[config.mk]
export PLATFORM = sky130hd
export DESIGN_NAME = counter_down_reload
export DESIGN_NICKNAME = d
export VERILOG_FILES = /design/src/rtl/counter_pkg.sv /design/src/rtl/counter_prescaler.sv /design/src/rtl/counter_down_reload.sv
export SDC_FILE = /design/constraint.sdc
export NUM_CORES = 1
export LEC_CHECK = 0
export BUFFER_PORTS_ARGS = -buffer_cell sky130_fd_sc_hd__buf_2
export CORE_AREA = 2 2 44 66
export CTS_BUF_LIST = sky130_fd_sc_hd__clkbuf_8
export CTS_CLUSTER_DIAMETER = 30
export DETAILED_ROUTE_END_ITERATION = 10
export DIE_AREA = 0 0 46 68
export GPL_ROUTABILITY_DRIVEN = 0
export PLACE_DENSITY = 0.66
export RECOVER_POWER = 25
export SLEW_MARGIN = 20
export SYNTH_ARGS = -nofsm -noshare
export SYNTH_HDL_FRONTEND = slang
export SYNTH_SLANG_ARGS = --single-unit
[constraint.sdc]
create_clock -name CLK -period 2.1 [get_ports CLK]
set_input_delay 0.42 -clock CLK [delete_from_list [all_inputs] [get_ports CLK]]
set_output_delay 0.42 -clock CLK [all_outputs]
set_load 0.02 [all_outputs]
[src/rtl/counter_pkg.sv]
// rtl/counter_pkg.sv - shared state encoding and default sizes for the down counter
package counter_pkg;

    typedef enum logic [1:0] {
        IDLE    = 2'b00,
        RUN     = 2'b01,
        EXPIRED = 2'b10
    } state_e;

    localparam int DEFAULT_WIDTH      = 8;
    localparam int DEFAULT_PRESCALE_W = 4;

endpackage

[src/rtl/counter_prescaler.sv]
// rtl/counter_prescaler.sv - ENA prescaler, one tick per PSC+1 enabled cycles
module counter_prescaler #(
    parameter int PRESCALE_W = 4
) (
    input  logic                  clk_i,
    input  logic                  reset_i,
    input  logic                  ena_i,
    input  logic [PRESCALE_W-1:0] psc_i,
    input  logic                  clear_i,
    output logic                  tick_o
);

    logic [PRESCALE_W-1:0] pc_q, pc_d;

    assign tick_o = ena_i && (pc_q == psc_i);

    always_comb begin
        pc_d = pc_q;
        if (clear_i || tick_o) begin
            pc_d = '0;
        end else if (ena_i) begin
            pc_d = pc_q + PRESCALE_W'(1);
        end
    end

    always_ff @(posedge clk_i) begin
        if (reset_i) begin
            pc_q <= '0;
        end else begin
            pc_q <= pc_d;
        end
    end

endmodule

[src/rtl/counter_down_reload.sv]
// rtl/counter_down_reload.sv - reloadable one-shot/periodic down counter with TC pulse
// Optional ENA prescaler is compiled in with COUNTER_DOWN_PRESCALE_EN.
module counter_down_reload
    import counter_pkg::*;
#(
    parameter int WIDTH      = DEFAULT_WIDTH,
    parameter int PRESCALE_W = DEFAULT_PRESCALE_W
) (
    input  logic                  CLK,
    input  logic                  RESET,
    input  logic                  ENA,
    input  logic                  LOAD,
    input  logic [WIDTH-1:0]      DATA,
    input  logic                  START,
    input  logic                  AUTO,
`ifdef COUNTER_DOWN_PRESCALE_EN
    input  logic [PRESCALE_W-1:0] PSC,
`endif
    output logic [WIDTH-1:0]      COUNT,
    output logic                  TC,
    output logic                  BUSY
);

    localparam logic [WIDTH-1:0] ONE = WIDTH'(1);

    if (WIDTH < 1 || PRESCALE_W < 1) begin : g_bad_params
        $error("counter_down_reload: WIDTH and PRESCALE_W must be at least 1");
    end

    state_e           state_q, state_d;
    logic [WIDTH-1:0] count_q, count_d;
    logic [WIDTH-1:0] rld_q, rld_d;
    logic             tc_q, tc_d;
    logic             busy_q;
    logic             tick;

`ifdef COUNTER_DOWN_PRESCALE_EN
    // The prescaler only advances while running; LOAD and START restart its phase.
    counter_prescaler #(
        .PRESCALE_W(PRESCALE_W)
    ) u_prescaler (
        .clk_i   (CLK),
        .reset_i (RESET),
        .ena_i   (ENA && (state_q == RUN)),
        .psc_i   (PSC),
        .clear_i (LOAD || START),
        .tick_o  (tick)
    );
`else
    assign tick = ENA;
`endif

    always_comb begin
        state_d = state_q;
        count_d = count_q;
        rld_d   = rld_q;
        tc_d    = 1'b0;
        if (LOAD) begin
            rld_d   = DATA;
            count_d = DATA;
            state_d = IDLE;
        end else begin
            case (state_q)
                IDLE: begin
                    if (START && count_q != '0) begin
                        state_d = RUN;
                    end
                end
                RUN: begin
                    if (tick) begin
                        if (count_q > ONE) begin
                            count_d = count_q - ONE;
                        end else begin
                            // Terminal tick: never decrement past zero.
                            tc_d = 1'b1;
                            if (AUTO && rld_q != '0) begin
                                count_d = rld_q;
                            end else begin
                                count_d = '0;
                                state_d = EXPIRED;
                            end
                        end
                    end
                end
                EXPIRED: begin
                    if (START && rld_q != '0) begin
                        count_d = rld_q;
                        state_d = RUN;
                    end
                end
                default: begin
                    state_d = IDLE;
                end
            endcase
        end
    end

    always_ff @(posedge CLK) begin
        if (RESET) begin
            state_q <= IDLE;
            count_q <= '0;
            rld_q   <= '0;
            tc_q    <= 1'b0;
            busy_q  <= 1'b0;
        end else begin
            state_q <= state_d;
            count_q <= count_d;
            rld_q   <= rld_d;
            tc_q    <= tc_d;
            busy_q  <= (state_d == RUN);
        end
    end

    assign COUNT = count_q;
    assign TC    = tc_q;
    assign BUSY  = busy_q;

endmodule

* After elaboration in Yosys (flattened, before gate mapping) *
Cells that the tools add are included.

storage, ports and cells
  flip-flop bits (word level) = 20
  input port bits = 14
  output and inout bits = 10

cells by class
  $lt $le $gt $ge = 1
  mux-type cells = 14
  reduce and logical (&&, ||, !) cells = 9
  equality and inequality tests = 5
  bitwise operators = 2
  $add $sub $neg = 1

operators with widths
  cell                                                                  number
  8-bit two-way mux                                                     5
  8-bit case mux with 2 select lines                                    1
  8-bit nonzero test                                                    2
  2-bit two-way mux                                                     6
  8-bit by 1-bit > comparator with 1-bit output, second input constant  1
  8-bit by 1-bit subtractor with 8-bit output, second input constant    1
  3-bit inequality test, second input constant                          2
  2-bit case mux with 3 select lines                                    1
  2-bit by 1-bit == test with 1-bit output, second input constant       2
  4-bit OR reduction                                                    1
  1-bit logical AND                                                     3
  3-bit AND reduction                                                   1
  3-bit nonzero test                                                    1
  2-bit == test, second input constant                                  1
  2-bit zero test                                                       1
  1-bit NOT                                                             2
  1-bit two-way mux                                                     1

* Logic depth before layout (Yosys ltp) *
Gate-level depths: netlist of the first run.

  depth in word-level cells = 8
  depth in mapped cells = 8
  depth with buffers taken out = 7

* Worst setup path before layout of the first run *
No wires, ideal clock.

  kind = register -> register
  from = register count_q[0] (netlist: COUNT[0])
  to = register count_q[6] (netlist: COUNT[6])
  setup time = 0.134 ns
  cell stages (with the launch flop) = 9
  arrival = 1.950 ns
  period minus slack after synthesis = 2.084 ns
  buffers on the path = 1
  slack = 0.016 ns
  path through = dfxtp_1 > inv_1 > ha_1 > or2_2 > and3_1 > buf_6 > nor3b_4 > a221oi_1 > a211oi_1

between the ends
  cells in the longest elaborated chain, start to end = 5
  elaborated cells between the ends (all ways) = 6
  classes of those cells = 1 x add/sub; 1 x order compare; 4 x mux

RTL lines
  element                                                                                                              RTL line                                              source
  start, declared                                                                                                      counter_down_reload.sv:31                             logic [WIDTH-1:0] count_q, count_d;
  start signal, assigned                                                                                               counter_down_reload.sv:107                            count_q <= count_d;
  8-bit by 1-bit subtractor with 8-bit output / 8-bit by 1-bit > comparator with 1-bit output (equally long branches)  counter_down_reload.sv:72, counter_down_reload.sv:71
  8-bit two-way mux (*)                                                                                                counter_down_reload.sv:71                             if (count_q > ONE) begin
  8-bit two-way mux (*)                                                                                                counter_down_reload.sv:70                             if (tick) begin
  8-bit case mux with 2 select lines (*)                                                                               counter_down_reload.sv:63                             case (state_q)
  8-bit two-way mux (*)                                                                                                counter_down_reload.sv:58                             if (LOAD) begin

Mark *: on every way between the ends. The rest lies on a longest branch, timed or not. The select of a mux whose other input is x is not followed.
A chain may end at the register's enable or synchronous reset.

* Worst setup path after layout of the first run *
  from = register rld_q[1]
  to = register count_q[4] (netlist: COUNT[4])

between the ends
  cells in the longest elaborated chain, start to end = 7
  elaborated cells between the ends (all ways) = 10
  classes of those cells = 1 x eq/ne; 5 x mux; 4 x reduce/logical

RTL lines
  element                             RTL line                                              source
  start, declared                     counter_down_reload.sv:32                             logic [WIDTH-1:0] rld_q, rld_d;
  start signal, assigned              counter_down_reload.sv:108                            rld_q <= rld_d;
  8-bit nonzero test (*)              counter_down_reload.sv:76, counter_down_reload.sv:86
  1-bit logical AND                   counter_down_reload.sv:76                             if (AUTO && rld_q != '0) begin
  8-bit two-way mux                   counter_down_reload.sv:76
  8-bit two-way mux                   counter_down_reload.sv:71
  8-bit two-way mux                   counter_down_reload.sv:70
  8-bit case mux with 2 select lines  counter_down_reload.sv:63
  8-bit two-way mux                   counter_down_reload.sv:58

Marked as above.

==> flow_summary.yaml, run 1 <==
pwr:
  peakVddDrop_mv: 0.475
  switching_power_uw: 324
  leakage_nw: 0.594
  combPwrFrac_pct: 29.9
  sw_frac_of_total_pct: 32.8
  p_int_uw: 664
  power_density_nw_per_um2: 697
  power_frac_clock_pct: 26.1
  power.share.sequential_pct: 44.0
drt:
  wire_per_inst_um: 16.3
  drc_errors: 0
  drt-initial-drc-count: 50
  num_vias: 1233
  final_antenna_net_count: 0
  wirelength_mm: 3.14
  viasPerCell: 6.42
  drtPass1Iterations: 4
synthesis:
  async_reset_ff_share_pct: 0
  ys_types: 42
  synth_area_leaders: "dfxtp_1 34%, mux2i_1 5.1%, nor2_1 5.1%"
  yosys.area.top_type_share_pct: 34.0
  ys.warnings.count: 0
  avgSynthCellArea_um2: 8.47
  syn_inst: 139
  ys_ff_latch: 20
  yosys.area.top_type: "dfxtp_1"
  syn_nets: 156
  synth_most_common_cell: "dfxtp_1"
  netlist_area_um2: 1180
  ys.flop_type: "dfxtp_1"
  synth-edff-count: 0
  synth-seq-area-share_pct: 34.0
  synth_commonest_cells: "20 x dfxtp_1, 16 x nor2_1, 11 x a21oi_1"
timing:
  fmax_mhz: 506
  finalMaxSlewViolations: 0
  max-slew-margin-rel_pct: 40.4
  setup_tns_ns: 0
  finClkSkew_ns: 0.00558
  rsz0062_at_grt: "false"
  finalHoldViolations: 0
  setup_viol: 0
  min_period_ns: 1.98
  worst_pin_slew_ns: 0.893
  post-route-period-util_pct: 94.1
layout:
  final_util_pct: 54.7
  final_layout_size_suffix_gt1_share_pct: 26.3
  fin_nets: 186
  syn2layout_area_growth_pct: 20.3
  num_antenna_cells: 0
  fin_cells: 192
worst_setup_path:
  start_kind: "register"
  startpoint: "rld_q[1]$_SDFFE_PP0P_"
  critPathCaptureType: "register"
  cp_top_family: "compound AO/OA/AOI/OAI gates"
  critical_path_class: "register to register"
  critPathRequiredTime_ns: 2.26
  cp_slowest_cell: "a311o_2"
  worst_ep_arrival_time_ns: 2.14
  crit_fanout: 10
  path_buf_inv: 1
  path_cells: "nor4_1, nand2_1, buf_4, a311o_2, o31a_1, a211oi_1"
  rr_startpoint: "rld_q[1]$_SDFFE_PP0P_"
  cpPeakStageDelay_ns: 0.49
floorplanning:
  rows: 23
  boundaryPins: 24
  start_util_pct: 45.5
  fp.dieW_um: 46
  die_h_um: 68
  dieArea_um2: 3130
  fp.coreArea_um2: 2590
placement:
  dp.cells: 188
  io_buffers: 23
  hpwl_mm: 2.30
global_route:
  grt_pass1_wl_mm: 5.14
  grt_start_max_net_pins: 21
  grt_antenna_before_repair: 0
  grt_overflow: 0
  track_usage_pct: 22.4
  grt_pass1_vias: 1143
run:
  drv_cap: 0
cts:
  clkLatencyLatePin_ns: 0.26
  cts_root_buf: "clkbuf_8"
  hold_buffers: 0
  cts.sinks: 20
  cts.clk_slew.worst_paths_ns: 0.08
  cts_buffer_depth: 2
  cts_tree: "yes"
  cts_made_buffers: 3
  htreeDepth: 1
status:
  status: "complete, no violations"
worst_hold_path:
  min_from: "DATA[1]"
  hp-class: "input port to register"
==> metal layers <==
layer | routed length, um | up-vias | share of wire [%] | track usage (%)
li1 | - | 583 | - | -
met2 | 1550 | 51 | 49 | 34.7
met1 | 1310 | 588 | 42 | 29.4
met4 | 97 | 0 | 3.1 | 11.8
met3 | 181 | 11 | 5.8 | 2.90
met5 | 0 | - | 0 | 0
==> path summary, 6_finish.rpt <==
path,end,slack [ns],cells past startpoint
max reg2reg,COUNT[4]$_SDFFE_PP0P_,0.12,6
max,COUNT[4]$_SDFFE_PP0P_,0.12,6
min reg2reg,rld_q[7]$_SDFFE_PP0P_,0.50,2
min,rld_q[1]$_SDFFE_PP0P_,0.41,3
==> power groups by stage <==
stage          clock [mW]  sequential, mW  combinational, mW
2_1_floorplan           0           0.460              0.176
3_3_place_gp            0           0.441              0.276
3_5_place_dp            0           0.443              0.279
4_1_cts             0.258           0.434              0.281
5_1_grt             0.274           0.439              0.329
6_report            0.258           0.435              0.295
==> final cells by class <==
cell class	instances	area, um^2
clock buffers	3	41.3
well taps	25	31.3
repair buffers	33	184
flip-flops and latches	20	402
fillers	262	1170
inverters	3	11.3
multi-input cells	108	747
==> registers in the layout, summed over array words and instances (netlist names) <==
| register | count |
|---|---|
| COUNT | 8 |
| state_q | 2 |
| BUSY | 1 |
| TC | 1 |
| rld_q | 8 |
==> through the flow <==
stage          setup slack, ns  total power, mW  area (um^2)  hold WS (ns)
6_report                 0.124            0.988         1420         0.407
5_1_grt                 0.0202             1.04         1420         0.429
2_1_floorplan           0.0160            0.637         1180         0.460
3_5_place_dp            0.0647            0.722         1350         0.485
3_3_place_gp             0.176            0.717         1350         0.482
4_1_cts                 0.0395            0.973         1390         0.411
==> worst min-delay path: stages <==
cell,delay (ns)
buf_2,0.09
mux2i_1,0.06
nor2_1,0.07
==> placed cells by master, fill, tap and decap left out, types with 2 or more instances in the layout <==
cell      instances
buf_2            20
dfxtp_1          19
nor2_1           16
a21oi_1          11
nand2_1           9
buf_4             9
mux2i_1           6
nor3_1            6
o21ai_0           6
nand2b_1          5
a221oi_1          4
a211oi_1          4
inv_1             3
nor2b_1           3
nor4_1            3
nand3_1           3
ha_1              3
clkbuf_8          3
clkbuf_1          3
xor2_1            2
a22oi_1           2
a311oi_1          2
==> logic make-up after synthesis <==
logic type      count (synthesis)  share of synthesized area (%)
fa+ha+maj                       3                           3.19
flops                          20                           34.0
simple gates                   54                           25.0
buf+inv                        11                           4.89
mux                             6                           5.10
compound gates                 43                           26.4
xor+xnor                        2                           1.49
==> repair_timing <==
| item | CTS | global route |
|---|---|---|
| endpoints found under the setup margin | 0 | 8 |
| buffers inserted | 0 | 1 |
| resized for setup | 0 | 7 |
No activity file was read; power rests on OpenSTA's default activity.
==> inputs of run 2 (changes only) <==
--- a/config.mk
+++ b/config.mk
@@ -5,14 +5,15 @@
 export SDC_FILE = /design/constraint.sdc
 export NUM_CORES = 1
 export LEC_CHECK = 0
+export ABC_AREA = 1
 export BUFFER_PORTS_ARGS = -buffer_cell sky130_fd_sc_hd__buf_2
-export CORE_AREA = 2 2 44 66
+export CORE_AREA = 2 2 45 68
 export CTS_BUF_LIST = sky130_fd_sc_hd__clkbuf_8
 export CTS_CLUSTER_DIAMETER = 30
 export DETAILED_ROUTE_END_ITERATION = 10
-export DIE_AREA = 0 0 46 68
+export DIE_AREA = 0 0 47 70
 export GPL_ROUTABILITY_DRIVEN = 0
-export PLACE_DENSITY = 0.66
+export PLACE_DENSITY = 0.65
 export RECOVER_POWER = 25
 export SLEW_MARGIN = 20
 export SYNTH_ARGS = -nofsm -noshare
==> run 2 against run 1 <==
Area after synthesis grew 5.3%. Critical path depth up 5. Clock power is 50% higher. Hold slack improved by 0.021 ns. Sequential power shrank 1%. Setup slack improved by 0.35 ns. Via count about the same. Power increased by 10%. Core utilization decreased by 2.1 points. Largest power group unchanged. Highest routed layer unchanged.
==> flow_summary.yaml, run 2 <==
drt:
  wirelength_mm: 2.83
  num_vias: 1232
  final_antenna_net_count: 0
  drtPass1Iterations: 4
  wire_per_inst_um: 11.2
  drc_errors: 0
  drt-initial-drc-count: 24
  viasPerCell: 4.89
worst_setup_path:
  path_cells: "inv_1, ha_1, inv_1, nand2_1, nand4_4, nand3_1, inv_2, nand2_1, nand2_1, nor2_1, nor2_1"
  start_kind: "register"
  cpPeakStageDelay_ns: 0.33
  critPathCaptureType: "register"
  rr_worst_depth: 11
  critical_path_class: "register to register"
  worst_ep_arrival_time_ns: 1.78
  crit_fanout: 8
  critPathRequiredTime_ns: 2.26
  cp_slowest_cell: "dfxtp_1"
  crit_top_cell: "nand2_1"
timing:
  holdWs_ns: 0.427
  setup_viol: 0
  fmax_mhz: 615
  finalMaxSlewViolations: 0
  worst_pin_slew_ns: 0.628
  finalHoldViolations: 0
  rsz0062_at_grt: "false"
  post-route-period-util_pct: 77.4
  min_period_ns: 1.63
  max-slew-margin-rel_pct: 58.1
  setup_tns_ns: 0
  finClkSkew_ns: 0.00526
  setup_ws_ns: 0.475
floorplanning:
  die_h_um: 70
  fp.dieW_um: 47
  start_util_pct: 44.9
  rows: 24
  fp.coreArea_um2: 2760
  boundaryPins: 24
  dieArea_um2: 3290
placement:
  place_area_um2: 1380
  dp.cells: 248
  place_ws_ns: 0.473
  hpwl_mm: 2.31
  io_buffers: 23
status:
  status: "complete, no violations"
cts:
  cts_buffer_depth: 2
  cts_setup_buffers: 0
  cts_resized: 0
  clkLatencyLatePin_ns: 0.26
  cts.sinks: 20
  cts_root_buf: "clkbuf_8"
  cts_made_buffers: 3
  cts.clk_slew.worst_paths_ns: 0.08
  htreeDepth: 1
  cts_tree: "yes"
  hold_buffers: 0
pwr:
  power.total_mw: 1.09
  leakage_nw: 0.744
  power_density_nw_per_um2: 749
  peakVddDrop_mv: 0.407
synthesis:
  netlist_area_um2: 1240
  synth_most_common_cell: "nand2_1"
  synth-xor-area-share_pct: 0.706
  ys_types: 28
  syn_inst: 189
  ys.warnings.count: 0
  synth_top_family_by_area: "simple AND/OR/NAND/NOR gates"
  synth_area_leaders: "dfxtp_1 32%, nand2_1 13%, inv_1 8.8%"
  yosys.area.top_type_share_pct: 32.3
  synth_mux_area_share_pct: 0
  synth-simple-area-share_pct: 41.0
  ys.flop_type: "dfxtp_1"
  async_reset_ff_share_pct: 0
  synth-compound-area-share_pct: 11.5
  syn_nets: 206
  synth_commonest_cells: "42 x nand2_1, 29 x inv_1, 29 x nor2_1"
  yosys.area.top_type: "dfxtp_1"
  ys_ff_latch: 20
  synthAdderAreaFrac_pct: 3.03
  avgSynthCellArea_um2: 6.56
  synth-seq-area-share_pct: 32.3
  synth-edff-count: 0
worst_hold_path:
  hp-class: "input port to register"
  worst_hold_path.num_cells: 3
run:
  drv_cap: 0
layout:
  mostFrequentLayoutCells: "42 x nand2_1, 29 x inv_1, 29 x nor2_1"
  final_util_pct: 52.6
  design_area_um2: 1450
  final_layout_size_suffix_gt1_share_pct: 18.8
  fin_cells: 252
  syn2layout_area_growth_pct: 17.3
  num_antenna_cells: 0
  fin_nets: 231
  final_common_cell: "nand2_1"
global_route:
  grt_start_max_net_pins: 15
  grt_pass1_vias: 1126
  grt_overflow: 0
  grt_pass1_wl_mm: 4.78
  grt_antenna_before_repair: 0
  track_usage_pct: 19.3
## run 2: changes by cell type in the layout (fill, tap and decap cells not counted), moves of 5 or more
cell / change
mux2i_1: -6
nand2_1: +33
buf_4: -9
nand2b_1: -5
nor2_1: +13
inv_1: +26
nand3_1: +11
nor3_1: -5
## run 2: worst max-delay path, delay by kind of cell, from the launching register on
family	cells	cell delay [ns]
adders and majority gates	1	0.28
DFF	1	0.33
buffers and inverters	3	0.25
and+or+nand+nor	7	0.65
## run 2: final cells by class
cell class / count / area (um^2)
repair buffers: 23 / 114
well taps: 39 / 48.8
inverters: 32 / 123
multi-input cells: 134 / 697
flip-flops and latches: 20 / 400
clock buffers: 3 / 41.3
fillers: 303 / 1310
clock inverters: 1 / 30.0
## run 2: metal layers
metal / vias to the layer above / GRT usage (%) / wire [um]
li1: 651 / - / -
met1: 553 / 24.7 / 1230
met2: 21 / 31.5 / 1470
met3: 7 / 2.33 / 64
met4: 0 / 7.41 / 62
met5: - / 0 / 0
## run 2: final timing paths
| check | start | end | slack (ns) |
|---|---|---|---|
| worst min-delay path | DATA[5] | rld_q[5]$_SDFFE_PP0P_ | 0.43 |
| worst max register to register | COUNT[1]$_SDFFE_PP0P_ | COUNT[5]$_SDFFE_PP0P_ | 0.47 |
| worst max-delay path | COUNT[1]$_SDFFE_PP0P_ | COUNT[5]$_SDFFE_PP0P_ | 0.47 |
| worst min register to register | rld_q[2]$_SDFFE_PP0P_ | rld_q[2]$_SDFFE_PP0P_ | 0.50 |
## run 2: cells by family (layout without fill, tap and decap cells)
logic type / after synthesis / after routing
flip-flops: 20 / 20
buffers and inverters: 35 / 59
adder cells (fa/ha/maj): 3 / 3
AO/OA/AOI/OAI: 26 / 26
XOR/XNOR: 1 / 1
AND/OR/NAND/NOR: 104 / 104
## run 2: report_power, final
| part | internal, mW | leakage [nW] | switching (mW) | total, mW |
|---|---|---|---|---|
| Clock | 0.255 | 0.0357 | 0.131 | 0.386 |
| Sequential | 0.405 | 0.165 | 0.0246 | 0.429 |
| Combinational | 0.0959 | 0.543 | 0.178 | 0.274 |
==> inputs of run 3 (changes only) <==
==> constraint.sdc (replaced) <==
create_clock -name CLK -period 1.6 [get_ports CLK]
set_input_delay 0.32 -clock CLK [delete_from_list [all_inputs] [get_ports CLK]]
set_output_delay 0.32 -clock CLK [all_outputs]
set_load 0.02 [all_outputs]
==> run 3 against run 2 <==
First-iteration DRC count increased by 67%. Clock skew increased by 0.0022 ns. Critical path type unchanged. Sequential share of layout area down 0.13 points. Setup slack got worse by 0.33 ns. Via count grew 3.1%. Sequential power grew 32%. Core utilization is 0.41 points higher. Wire length grew 2.8%.
==> flow_summary.yaml, run 3 (synthesis gave the netlist of run 2 again) <==
cts:
  cts.clk_slew.worst_paths_ns: 0.08
  cts_tree: "yes"
  cts_buffer_depth: 2
  htreeDepth: 1
  cts_made_buffers: 3
  clkLatencyLatePin_ns: 0.26
  cts.sinks: 20
  cts_root_buf: "clkbuf_8"
floorplanning:
  fp.coreArea_um2: 2760
  dieArea_um2: 3290
  fp.dieW_um: 47
  boundaryPins: 24
  start_util_pct: 44.9
  die_h_um: 70
  rows: 24
timing:
  post-route-period-util_pct: 91.0
  min_period_ns: 1.46
  fmax_mhz: 687
  finalHoldViolations: 0
  holdWs_ns: 0.329
  max-slew-margin-rel_pct: 64.6
  worst_pin_slew_ns: 0.530
  setup_viol: 0
  finalMaxSlewViolations: 0
  finClkSkew_ns: 0.00744
global_route:
  grt_start_max_net_pins: 15
  grt_antenna_before_repair: 0
  grt_pass1_vias: 1191
  grt_overflow: 0
  grt_pass1_wl_mm: 4.96
  track_usage_pct: 19.9
pwr:
  leakage_nw: 0.750
  combPwrFrac_pct: 28.1
  peakVddDrop_mv: 0.769
  power.share.sequential_pct: 42.3
  sw_frac_of_total_pct: 33.5
  power_density_nw_per_um2: 910
  power.total_mw: 1.33
  p_int_uw: 886
  switching_power_uw: 447
  power_frac_clock_pct: 29.5
worst_setup_path:
  startpoint: "COUNT[0]$_SDFFE_PP0P_"
  rr_startpoint: "COUNT[0]$_SDFFE_PP0P_"
  rr_worst_depth: 10
  critPathCaptureType: "register"
  critical_path_class: "register to register"
  critPathRequiredTime_ns: 1.80
  regToRegSetupSlack_ns: 0.14
  start_kind: "register"
  crit_fanout: 8
  worst_ep_arrival_time_ns: 1.66
  r2r-end: "COUNT[0]$_SDFFE_PP0P_"
  crit_end: "COUNT[0]$_SDFFE_PP0P_"
drt:
  drtPass1Iterations: 4
  viasPerCell: 4.98
  num_vias: 1270
  drc_errors: 0
  wire_per_inst_um: 11.4
  drt-initial-drc-count: 40
  wirelength_mm: 2.91
  final_antenna_net_count: 0
layout:
  final_layout_size_suffix_gt1_share_pct: 21.3
  final_util_pct: 53.0
  num_antenna_cells: 0
  fin_cells: 255
  mostFrequentLayoutCells: "42 x nand2_1, 28 x inv_1, 28 x nor2_1"
  syn2layout_area_growth_pct: 18.2
  fin_nets: 234
  final_common_cell: "nand2_1"
placement:
  dp.cells: 250
  hpwl_mm: 2.29
  io_buffers: 23
status:
  status: "complete, no violations"
run:
  drv_cap: 0
worst_hold_path:
  hp-class: "input port to register"
==> run 3: power by group through the flow <==
stage / Sequential, mW / Clock (mW) / Combinational [mW]
6_report: 0.565 / 0.394 / 0.375
5_1_grt: 0.569 / 0.415 / 0.430
4_1_cts: 0.564 / 0.398 / 0.370
3_5_place_dp: 0.576 / 0 / 0.367
3_3_place_gp: 0.574 / 0 / 0.361
2_1_floorplan: 0.596 / 0 / 0.245
==> run 3: worst min path at each step <==
stage	startpoint	to	slack [ns]	depth (start not counted)
global placement	rld_q[1]$_SDFFE_PP0P_	rld_q[1]$_SDFFE_PP0P_	0.48	2
detailed placement	rld_q[2]$_SDFFE_PP0P_	rld_q[2]$_SDFFE_PP0P_	0.49	2
floorplan	rld_q[0]$_SDFFE_PP0P_	rld_q[0]$_SDFFE_PP0P_	0.46	2
global route	DATA[2]	rld_q[2]$_SDFFE_PP0P_	0.34	3
CTS	DATA[1]	rld_q[1]$_SDFFE_PP0P_	0.33	3
finish	DATA[1]	rld_q[1]$_SDFFE_PP0P_	0.33	3
==> run 3: final cells by class <==
cell class | instances | area [um^2]
Sequential cell | 20 | 402
Clock buffer | 4 | 55.1
Fill cell | 310 | 1300
Multi-Input combinational cell | 134 | 704
Tap cell | 39 | 48.8
Timing Repair Buffer | 26 | 133
Inverter | 32 | 123
==> run 3: what timing repair did <==
| item | in CTS | in global routing |
|---|---|---|
| gates resized for setup | 0 | 4 |
| hold buffers | 0 | 0 |
| setup buffers | 0 | 1 |
| setup endpoints to repair | 0 | 8 |
==> run 3: per-stage QoR <==
stage	cell area (um^2)	setup slack [ns]	TNS, ns
after floorplan	1240	0.0361	0
final	1470	0.144	0
after global placement	1400	0.151	0
after CTS	1450	0.0960	0
after detailed placement	1400	0.116	0
after global routing	1470	-0.0126	-0.0126
==> run 3: worst max-delay path, stage by stage (launching register included) <==
cell     delay [ns]
dfxtp_2        0.34
inv_1          0.12
ha_1           0.18
inv_1          0.04
nand2_1        0.09
nand4_4        0.17
nand2_4        0.15
nand2_4        0.07
nor2_1         0.10
nor2_1         0.06
nor2_1         0.07
==> run 3: routing by layer <==
layer | part of all wire (%) | GRT usage [%]
met1 | 43 | 24.2
met2 | 53 | 33.8
met3 | 2.4 | 3.10
met4 | 2.1 | 6.79
met5 | 0 | 0
